### src/rtl/wb_ioc_pkg.sv
// wb_ioc_pkg: shared types and default wb_soc map for the Wishbone I/O interconnect.
// Holds the FSM/response enums, MAX_SLAVES and the UART/SPI1/SPI2 decode constants.
package wb_ioc_pkg;

  localparam int MAX_SLAVES = 16;

  typedef enum logic [1:0] {
    IDLE,
    BUSY,
    RESP
  } ioc_state_e;

  typedef enum logic [1:0] {
    RSP_ACK,
    RSP_ERR,
    RSP_RTY
  } ioc_rsp_e;

  localparam logic [31:0] UART_BASE = 32'h0000_0000;
  localparam logic [31:0] UART_MASK = 32'h0000_0F00;
  localparam logic [31:0] SPI1_BASE = 32'h0000_0100;
  localparam logic [31:0] SPI1_MASK = 32'h0000_0F00;
  localparam logic [31:0] SPI2_BASE = 32'h0000_0200;
  localparam logic [31:0] SPI2_MASK = 32'h0000_0F00;

  function automatic int idx_w(input int n);
    return (n > 1) ? $clog2(n) : 1;
  endfunction

endpackage

### src/rtl/wb_ioc_decode.sv
// wb_ioc_decode: base/mask address match for the I/O interconnect.
// Lowest matching slot wins when map entries overlap.
module wb_ioc_decode
  import wb_ioc_pkg::*;
#(
  parameter int NUM_SLAVES = 4,
  parameter int AW = 32,
  parameter logic [NUM_SLAVES*AW-1:0] SLAVE_BASE = '0,
  parameter logic [NUM_SLAVES*AW-1:0] SLAVE_MASK = '0,
  localparam int IW = idx_w(NUM_SLAVES)
) (
  input  logic [AW-1:0]         adr,
  output logic                  hit,
  output logic [NUM_SLAVES-1:0] match,
  output logic [IW-1:0]         idx
);

  always_comb begin
    match = '0;
    idx   = '0;
    for (int i = NUM_SLAVES - 1; i >= 0; i--) begin
      match[i] = (adr & SLAVE_MASK[i*AW +: AW])
              == SLAVE_BASE[i*AW +: AW];
      if (match[i]) idx = IW'(i);
    end
  end

  assign hit = |match;

endmodule

### src/rtl/wb_ioc_mux.sv
// wb_ioc_mux: single-master, N-slave Wishbone classic I/O interconnect.
// Optional slave-hang timeout is enabled by defining WB_IOC_TIMEOUT_EN.
module wb_ioc_mux
  import wb_ioc_pkg::*;
#(
  parameter int NUM_SLAVES = 4,
  parameter int AW = 32,
  parameter int DW = 32,
  parameter int SW = DW / 8,
  parameter logic [NUM_SLAVES*AW-1:0] SLAVE_BASE = '0,
  parameter logic [NUM_SLAVES*AW-1:0] SLAVE_MASK = '0,
  parameter int TIMEOUT_CYCLES = 255
) (
  input  logic                     wb_clk_i,
  input  logic                     wb_rst_i,
  input  logic [AW-1:0]            wb_io_adr_i,
  input  logic [DW-1:0]            wb_io_dat_i,
  input  logic [SW-1:0]            wb_io_sel_i,
  input  logic                     wb_io_we_i,
  input  logic                     wb_io_cyc_i,
  input  logic                     wb_io_stb_i,
  output logic [DW-1:0]            wb_io_dat_o,
  output logic                     wb_io_ack_o,
  output logic                     wb_io_err_o,
  output logic                     wb_io_rty_o,
  output logic [AW-1:0]            wb_s_adr_o,
  output logic [DW-1:0]            wb_s_dat_o,
  output logic [SW-1:0]            wb_s_sel_o,
  output logic                     wb_s_we_o,
  output logic [NUM_SLAVES-1:0]    wb_s_cyc_o,
  output logic [NUM_SLAVES-1:0]    wb_s_stb_o,
  input  logic [NUM_SLAVES*DW-1:0] wb_s_dat_i,
  input  logic [NUM_SLAVES-1:0]    wb_s_ack_i,
  input  logic [NUM_SLAVES-1:0]    wb_s_err_i,
  input  logic [NUM_SLAVES-1:0]    wb_s_rty_i,
  output logic [AW-1:0]            err_adr_o,
  output logic                     err_valid_o
);

  localparam int IW = idx_w(NUM_SLAVES);

  ioc_state_e state, state_n;
  ioc_rsp_e   rsp;

  logic [IW-1:0]         gnt;
  logic [NUM_SLAVES-1:0] gnt_oh;
  logic                  hit;
  logic [NUM_SLAVES-1:0] match;
  logic [IW-1:0]         idx;
  logic                  req;
  logic                  s_ack, s_err, s_rty;
  logic [DW-1:0]         s_rdat;
  logic                  expire;

  wb_ioc_decode #(
    .NUM_SLAVES (NUM_SLAVES),
    .AW         (AW),
    .SLAVE_BASE (SLAVE_BASE),
    .SLAVE_MASK (SLAVE_MASK)
  ) u_decode (
    .adr   (wb_io_adr_i),
    .hit   (hit),
    .match (match),
    .idx   (idx)
  );

  assign req    = wb_io_cyc_i & wb_io_stb_i;
  assign s_ack  = wb_s_ack_i[gnt];
  assign s_err  = wb_s_err_i[gnt];
  assign s_rty  = wb_s_rty_i[gnt];
  assign s_rdat = wb_s_dat_i[gnt*DW +: DW];

`ifdef WB_IOC_TIMEOUT_EN
  logic [15:0] tcnt;

  // Held at zero outside BUSY, so it is clear on every BUSY entry.
  always_ff @(posedge wb_clk_i or posedge wb_rst_i) begin
    if (wb_rst_i)          tcnt <= '0;
    else if (state == BUSY) tcnt <= tcnt + 16'd1;
    else                   tcnt <= '0;
  end

  assign expire = (state == BUSY)
               && (tcnt == 16'(TIMEOUT_CYCLES - 1));
`else
  logic unused_tmo;
  assign unused_tmo = ^32'(TIMEOUT_CYCLES);
  assign expire     = 1'b0;
`endif

  always_ff @(posedge wb_clk_i or posedge wb_rst_i) begin
    if (wb_rst_i) state <= IDLE;
    else          state <= state_n;
  end

  always_comb begin
    state_n = state;
    unique case (state)
      IDLE: if (req) state_n = hit ? BUSY : RESP;
      BUSY: begin
        if (!wb_io_cyc_i)
          state_n = IDLE;
        else if (s_ack | s_err | s_rty | expire)
          state_n = RESP;
      end
      RESP:    state_n = IDLE;
      default: state_n = IDLE;
    endcase
  end

  always_comb begin
    wb_s_cyc_o  = '0;
    wb_s_stb_o  = '0;
    wb_io_ack_o = 1'b0;
    wb_io_err_o = 1'b0;
    wb_io_rty_o = 1'b0;
    unique case (state)
      BUSY: begin
        wb_s_cyc_o = gnt_oh;
        wb_s_stb_o = gnt_oh;
      end
      RESP: begin
        wb_io_ack_o = (rsp == RSP_ACK);
        wb_io_err_o = (rsp == RSP_ERR);
        wb_io_rty_o = (rsp == RSP_RTY);
      end
      default: ;
    endcase
  end

  always_ff @(posedge wb_clk_i or posedge wb_rst_i) begin
    if (wb_rst_i) begin
      rsp         <= RSP_ACK;
      gnt         <= '0;
      gnt_oh      <= '0;
      wb_s_adr_o  <= '0;
      wb_s_dat_o  <= '0;
      wb_s_sel_o  <= '0;
      wb_s_we_o   <= 1'b0;
      wb_io_dat_o <= '0;
      err_adr_o   <= '0;
      err_valid_o <= 1'b0;
    end else begin
      if (state == IDLE && req) begin
        wb_s_adr_o <= wb_io_adr_i;
        wb_s_dat_o <= wb_io_dat_i;
        wb_s_sel_o <= wb_io_sel_i;
        wb_s_we_o  <= wb_io_we_i;
        gnt        <= idx;
        // Isolate the lowest set match bit.
        gnt_oh     <= match & (~match + NUM_SLAVES'(1));
        if (!hit) begin
          rsp         <= RSP_ERR;
          err_adr_o   <= wb_io_adr_i;
          err_valid_o <= 1'b1;
        end
      end
      if (state == BUSY && wb_io_cyc_i) begin
        if (s_ack) begin
          rsp <= RSP_ACK;
          if (!wb_s_we_o) wb_io_dat_o <= s_rdat;
        end else if (s_err) begin
          rsp <= RSP_ERR;
        end else if (s_rty) begin
          rsp <= RSP_RTY;
        end else if (expire) begin
          rsp         <= RSP_ERR;
          err_adr_o   <= wb_s_adr_o;
          err_valid_o <= 1'b1;
        end
      end
    end
  end

endmodule
### config.mk
export PLATFORM = sky130hd
export DESIGN_NAME = wb_ioc_mux
export DESIGN_NICKNAME = d
export VERILOG_FILES = /design/src/rtl/wb_ioc_pkg.sv /design/src/rtl/wb_ioc_decode.sv /design/src/rtl/wb_ioc_mux.sv
export SDC_FILE = /design/constraint.sdc
export NUM_CORES = 1
export LEC_CHECK = 0
export CORE_ASPECT_RATIO = 0.6
export CORE_MARGIN = 8
export CORE_UTILIZATION = 43
export CTS_CLUSTER_SIZE = 24
export DETAILED_ROUTE_END_ITERATION = 10
export GPL_TIMING_DRIVEN = 0
export PLACE_DENSITY_LB_ADDON = 0.15
export SLEW_MARGIN = 10
export SYNTH_ARGS = -nofsm -noshare
export SYNTH_HDL_FRONTEND = slang
export SYNTH_HIERARCHICAL = 1
export SYNTH_SLANG_ARGS = --single-unit
### constraint.sdc
create_clock -name wb_clk_i -period 9.4 [get_ports wb_clk_i]
set_clock_uncertainty 0.1 [all_clocks]
set_input_delay 0.94 -clock wb_clk_i [delete_from_list [all_inputs] [get_ports wb_clk_i]]
set_output_delay 0.94 -clock wb_clk_i [all_outputs]
set_load 0.005 [all_outputs]
* After elaboration in Yosys (flattened, before gate mapping)
Index checks and enable logic that the tools add are counted.
Storage, ports and cells: output and inout bits 145, register bits 106, input bits 213, logic and storage cells 37
Cells by class: reduce and logical (&&, ||, !) cells 8, equality and inequality tests 6, multiplexer cells 11, bitwise logic cells 4
Operators by type and width (number):
- 2-bit 2-to-1 mux | 6
- 2-bit by 1-bit == test with 1-bit output, second input constant | 2
- 2-bit == test, second input constant | 2
- 2-bit zero test | 2
- 1-bit 2-to-1 mux | 4
- 2-bit case mux with 2 select lines | 1
- 2-bit AND reduction | 2
- 3-bit != test, second input constant | 1
- 3-bit AND reduction | 1
- 3-bit nonzero test | 1
- 1-bit logical AND | 2
- 2-bit != test, second input constant | 1
- 1-bit OR | 2
- 1-bit bitwise AND | 1
- 1-bit inverter | 1

* Depth between registers and ports, before layout
Gate-level depths: netlist of the first run.
word-level depth 5, depth in mapped cells 6, gate-level depth less buffers 3

* Hierarchy
Netlist of the first run, hierarchy kept.
Modules (own cells, without submodules):
- wb_ioc_mux | area each 6518.8 µm², times used 1, cells each 534, seq. area each 3603.5 µm²
- wb_ioc_decode | area each 60.1 µm², times used 1, cells each 9, seq. area each 0.0 µm²

* Worst setup path before layout of the first run
No wires, ideal clock.
path type input-to-reg, start input port wb_s_ack_i[3], end register wb_io_dat_o[0], required time 9175 ps, setup slack 7111 ps, arrival 2064 ps, library setup time 125 ps, path buffers 1, stages 4, cells stage by stage mux4_2 nand3b_4 buf_12 mux2_4
RTL lines:
- from (decl) | RTL line wb_ioc_mux.sv:33 | input logic [NUM_SLAVES-1:0] wb_s_ack_i,
- to (signal assigned) | RTL line wb_ioc_mux.sv:161 | if (!wb_s_we_o) wb_io_dat_o <= s_rdat;
- to (decl) | RTL line wb_ioc_mux.sv:22 | output logic [DW-1:0] wb_io_dat_o,

* Final worst setup path of the first run
start register state[0], end output port wb_s_stb_o[0]
On the way: word-level cells in the longest chain between the ends 2
RTL lines:
- from (decl) | RTL line wb_ioc_mux.sv:42 | ioc_state_e state, state_n;
- from (signal assigned) | RTL line wb_ioc_mux.sv:93 | else state <= state_n;
- 2-bit by 1-bit == test with 1-bit output | RTL line wb_ioc_mux.sv:117 | unique case (state)
- 1-bit 2-to-1 mux | RTL line wb_ioc_mux.sv:117
- to (decl) | RTL line wb_ioc_mux.sv:31 | output logic [NUM_SLAVES-1:0] wb_s_stb_o,
No other way between the ends.

==> results of run 1 <==
## cell type report
type / instances / share of cell area
well taps: 203 / 0.0230
multi-input cells: 359 / 0.245
inverters: 2 / 0.00113
repair buffers: 358 / 0.326
flip-flops and latches: 144 / 0.326
plain buffers: 43 / 0.0250
clock inverters: 13 / 0.0138
clock buffers: 19 / 0.0392
## layer usage
layer / global-route usage / wire length, um / vias up
li1: - / - / 2577
met1: 0.274 / 9270 / 2764
met2: 0.419 / 12200 / 231
met3: 0.103 / 2350 / 21
met4: 0.0534 / 319 / 0
met5: 0 / 0 / -
## cell families after synthesis
kind of cell,Yosys count,share of synthesized area
AND/OR/NAND/NOR,245,0.154
flip-flops,144,0.548
multiplexers,99,0.246
buffers and inverters,45,0.0432
AO/OA/AOI/OAI,8,0.00780
other,2,0.00114
## worst max-delay path by stage
stage / slack, ps / to / startpoint / depth (start not counted)
after floorplan: 4490 / err_adr_o[0] / wb_rst_i / 1
after global placement: 2640 / wb_io_dat_o[26] / wb_rst_i / 2
after detailed placement: 6410 / wb_s_dat_o[20] / wb_io_stb_i / 7
after CTS: 6310 / wb_s_stb_o[0] / state[0] / 4
after global routing: 6190 / wb_s_stb_o[0] / state[0] / 4
final: 6340 / wb_s_stb_o[0] / state[0] / 4
## cell usage after synthesis (all sizes together)
| cell type | instances | share of area |
|---|---|---|
| nand2 | 223 | 0.13 |
| nor4 | 1 | 0.00095 |
| or2 | 1 | 0.00095 |
| mux2 | 64 | 0.13 |
| o21ai | 2 | 0.0015 |
| inv | 2 | 0.0011 |
| nand4b | 1 | 0.0013 |
| a21oi | 2 | 0.0015 |
| a21o | 2 | 0.0023 |
| and2 | 4 | 0.0038 |
| nor4bb | 3 | 0.0046 |
| nor4b | 2 | 0.0027 |
| nor2b | 1 | 0.00095 |
| nor2 | 3 | 0.0021 |
| nand3b | 3 | 0.0053 |
| buf | 29 | 0.034 |
| o21a | 1 | 0.0011 |
| conb | 2 | 0.0011 |
| clkbuf | 14 | 0.0082 |
| nand4bb | 1 | 0.0017 |
| dfrtp | 144 | 0.55 |
| nand3 | 1 | 0.00076 |
| and3b | 1 | 0.0013 |
| a22o | 1 | 0.0013 |
| mux4 | 35 | 0.12 |
## power groups by stage
| stage | logic [W] | registers (W) | clock network, W |
|---|---|---|---|
| after global routing | 0.000832 | 0.000883 | 0.000711 |
| after global placement | 0.000766 | 0.000862 | 0 |
| after CTS | 0.000790 | 0.000864 | 0.000686 |
| final | 0.000779 | 0.000864 | 0.000673 |
| after detailed placement | 0.000784 | 0.000873 | 0 |
| after floorplan | 0.000282 | 0.000873 | 0 |
## tightest hold or removal path: stages, from the launching register on
cell	delay [ps]
dfrtp_1	330
nand2_1	50
nand2_1	50
## through the flow
stage | hold slack, ps | instance area (um^2) | std cells
floorplan | 330 | 6600 | 548
global placement | 346 | 10400 | 1108
detailed placement | 347 | 10500 | 1109
CTS | 363 | 11000 | 1141
global route | 389 | 11000 | 1141
finish | 359 | 11000 | 1141
## sequential cells by signal, summed over array words and instances, names as in the netlist
signal,cells
err_adr_o,32
wb_io_dat_o,32
wb_s_adr_o,32
wb_s_dat_o,32
gnt_oh,4
wb_s_sel_o,4
gnt,2
rsp,2
state,2
err_valid_o,1
wb_s_we_o,1
==> results_dict.tcl, run 1 <==
set metrics [dict create \
    status "finished clean" \
    cts.sinks 144 \
    antenna_found_initial 0 \
    hold_end "gnt_oh[3]" \
    htreeDepth 4 \
    critPathLaunchType "flip-flop" \
    rr_startpoint "gnt[1]" \
    routed-via-count 5593 \
    final_max_slew_viol_count 0 \
    tns_ps 0 \
    grt_max_degree 76 \
    numPortBuffers 357 \
    crit_buf_inv 2 \
    dr.pass1.iters 4 \
    avgViaCountPerCell 4.90 \
    hp-start "gnt_oh[3]" \
    crit_arrival_ps 2020 \
    gp_congestion 0.873 \
    drc_errors 0 \
    drt_iter0_drc 323 \
    insertion_delay_ps 400 \
    hold_viol 0 \
    fin_nets 1138 \
    cp.required_ps 8360 \
    ys_ff_latch 144 \
    min_path_type "reg -> reg" \
    n_antenna_cell 0 \
    leakage_nw 5.01 \
    fin_crit_ps 3060 \
    finish.utilization 0.729 \
    ctsResizeCount 0 \
    clk_pin_slew_ps 70 \
    peakVddDrop_uv 133 \
    start_util 0.434 \
    tritoncts "yes" \
    fmax_ghz 0.327 \
    core_um2 15200 \
    ys_seq_area_frac 0.548 \
    worst_pin_slew_ps 661 \
    die_h_um 112 \
    critPathMaxStageDelay_ps 490 \
    crit_slowest_cell "clkdlybuf4s50_1" \
    rows 35 \
    layout_commonest_cell "clkdlybuf4s50_1" \
    gr-total-overflow 0 \
    drt-total-wl_um 24200 \
    timing.final.crit_share 0.326 \
    io_pins 358 \
    rr_worst_depth 4 \
    worstPathCellList "nor2b_1, and2_1, buf_4, clkdlybuf4s50_1" \
    slew_headroom 0.560 \
    path_max_fanout 9 \
    r2r_setup_slack_ps 7350 \
    areaGrowthSynthToFinish_pct 67.9 \
    r2r-end "wb_io_dat_o[8]" \
    multi_input_area_um2 2710 \
    die-area_um2 19600 \
    p_seq_frac 0.373 \
    grt_usage 0.242 \
    p_per_area_nw_per_um2 210 \
    cts_setup_buffers 0 \
    swShare 0.272 \
    power_switching_w 0.000630 \
    rsz0062_at_grt "no" \
    p_comb_frac 0.336 \
    numCtsBuffers 17 \
    hpwl_um 19300 \
    ctsRootBufferMaster "clkbuf_16" \
    path_delay_family "buffers and inverters" \
    synth.distinct_cells 34 \
    fin_total_pwr_w 0.00232 \
    worst_slack_ps 6340 \
    layout-drive-gt1-share 0.173 \
    avgRoutedWirePerCell_um 21.2 \
    worstHoldPathCells 2 \
    die_w_um 176 \
    num-fill-cells 1083 \
    grt_pass1_wl_um 37000 \
    setup_viol 0 \
    synthCells 543 \
    grt_pass1_vias 6352 \
    p_int_w 0.00169 \
    p_clk_frac 0.291 \
    hold_buffers 0 \
    dp_worst_setup_slack_ps 6410 \
    critPathKind "reg -> out" \
    layout_common_cells "clkdlybuf4s50_1, nand2_1, dfrtp_1" \
    ant_nets 0 \
    netlist_area_um2 6580 \
    yosysWarningCount 6 \
    regArea_um2 3600 \
    cts_buffer_depth 2 \
    syn_area_per_cell_um2 12.1 \
    cp-end-kind "primary output" \
    cap_viol_max_count 0 \
]
No activity file was read; power rests on OpenSTA's default activity.
==> inputs of run 2 (changes only) <==
CORE_UTILIZATION = 40   (was 43)
clock period = 3.15 ns   (was 9.4 ns; I/O delays follow)
==> run 2 against run 1 <==
Net effect: first-iteration DRC count decreased by 12%; sequential power grew to 3.0 times the previous value; non-clock buffer count is 3 higher; via count about the same; global-route usage decreased by 2.3 points; core utilization decreased by 4.6 points; sequential cell count did not move; largest cell class unchanged.
==> results_dict.tcl, run 2 (synthesized netlist as in run 1, its figures left out) <==
set metrics [dict create \
    rows 36 \
    leakage_nw 5.00 \
    path_max_fanout 9 \
    layout_common_cells "clkdlybuf4s50_1, nand2_1, dfrtp_1" \
    layout-drive-gt1-share 0.174 \
    crit_slowest_cell "clkdlybuf4s50_1" \
    fin_total_pwr_w 0.00668 \
    antenna_found_initial 0 \
    ant_nets 0 \
    avgViaCountPerCell 4.87 \
    routed-via-count 5591 \
    crit_arrival_ps 2020 \
    grt_max_degree 39 \
    gr-total-overflow 0 \
    status "finished clean" \
    areaGrowthSynthToFinish_pct 67.9 \
    rr_worst_depth 6 \
    min_path_type "in -> async" \
    insertion_delay_ps 400 \
    n_antenna_cell 0 \
    num-fill-cells 1203 \
    layout_commonest_cell "clkdlybuf4s50_1" \
    die-area_um2 20900 \
    die_w_um 182 \
    drt_iter0_drc 284 \
    cp-end-kind "primary output" \
    worst_pin_slew_ps 639 \
    stdcell_count 1149 \
    rsz0062_at_grt "no" \
    timing.final.crit_share 0.771 \
    worst_slack_ps 720 \
    drt-total-wl_um 23300 \
    fin_crit_ps 2430 \
    critPathKind "reg -> out" \
    io_pins 358 \
    die_h_um 115 \
    hpwl_um 19100 \
    grt_usage 0.219 \
    cts.sinks 144 \
    critPathLaunchType "flip-flop" \
    rr_startpoint "state[0]" \
    dr.pass1.iters 4 \
    avgRoutedWirePerCell_um 20.2 \
    cp.required_ps 2730 \
    final_max_slew_viol_count 0 \
    clk_pin_slew_ps 60 \
    r2r_setup_slack_ps 1100 \
    cts_buffer_depth 2 \
    fin_nets 1141 \
    ctsResizeCount 0 \
    ctsRootBufferMaster "clkbuf_16" \
    gp_congestion 0.859 \
    drc_errors 0 \
    core_um2 16200 \
    hold_buffers 0 \
    cts_setup_buffers 0 \
    multi_input_area_um2 2710 \
    p_per_area_nw_per_um2 605 \
    tns_ps 0 \
    grt_pass1_wl_um 35400 \
    setup_viol 0 \
    numCtsBuffers 17 \
    peakVddDrop_uv 308 \
    regArea_um2 3600 \
    numPortBuffers 357 \
    fmax_ghz 0.412 \
    hold_viol 0 \
    dp_worst_setup_slack_ps 733 \
    tritoncts "yes" \
    r2r-end "wb_s_dat_o[24]" \
    grt_pass1_vias 6134 \
    start_util 0.407 \
    worstPathCellList "nor2b_1, and2_1, buf_4, clkdlybuf4s50_1" \
    htreeDepth 4 \
    slew_headroom 0.574 \
    cap_viol_max_count 0 \
    critPathMaxStageDelay_ps 490 \
    placed_cells 1118 \
]
[run 2: cell types whose count changed in the layout (fill, tap and decap cells not counted)]
cell,previous run,this run
clkinv_4,3,1
inv_6,6,3
buf_12,3,6
clkinv_2,0,3
bufinv_16,2,0
clkinvlp_4,3,6
[run 2: worst max path at each step]
stage | startpoint | end | slack (ps) | depth (start not counted)
2_1_floorplan | wb_rst_i | err_adr_o[0] | 930 | 1
3_3_place_gp | wb_rst_i | wb_s_dat_o[11] | -300 | 2
3_5_place_dp | wb_io_stb_i | wb_s_dat_o[23] | 730 | 7
4_1_cts | state[0] | wb_s_stb_o[0] | 700 | 4
5_1_grt | state[0] | wb_s_stb_o[0] | 580 | 4
6_report | state[0] | wb_s_stb_o[0] | 720 | 4
[run 2: metal layers]
layer	GRT usage	vias to the layer above	part of all wire
li1	-	2580	-
met1	0.250	2795	0.39
met2	0.387	198	0.51
met3	0.0868	18	0.087
met4	0.0451	0	0.0081
met5	0	-	0
[run 2: cell type report]
cell class	instances	area share
inverters	2	0.00102
multi-input cells	359	0.245
flip-flops and latches	144	0.326
plain buffers	43	0.0250
clock inverters	12	0.00793
well taps	209	0.0237
repair buffers	361	0.331
clock buffers	19	0.0392
[run 2: report_power, final]
group,switching [W],internal [W]
clock,0.000785,0.00101
sequential,0.000257,0.00231
combinational,0.000776,0.00155
[run 2: critical path: cells and delay by family, from the launching register on]
| kind | cells | cell delay (ps) |
|---|---|---|
| buffers and inverters | 2 | 620 |
| DFF | 1 | 470 |
| and+or+nand+nor | 2 | 530 |
[run 2: stage by stage]
stage	hold slack, ps	instance area, um^2	util
floorplan	320	6600	-
detailed placement	355	10500	0.651
CTS	261	11000	0.683
global route	292	11000	0.683
global placement	347	10400	0.645
finish	247	11000	0.683
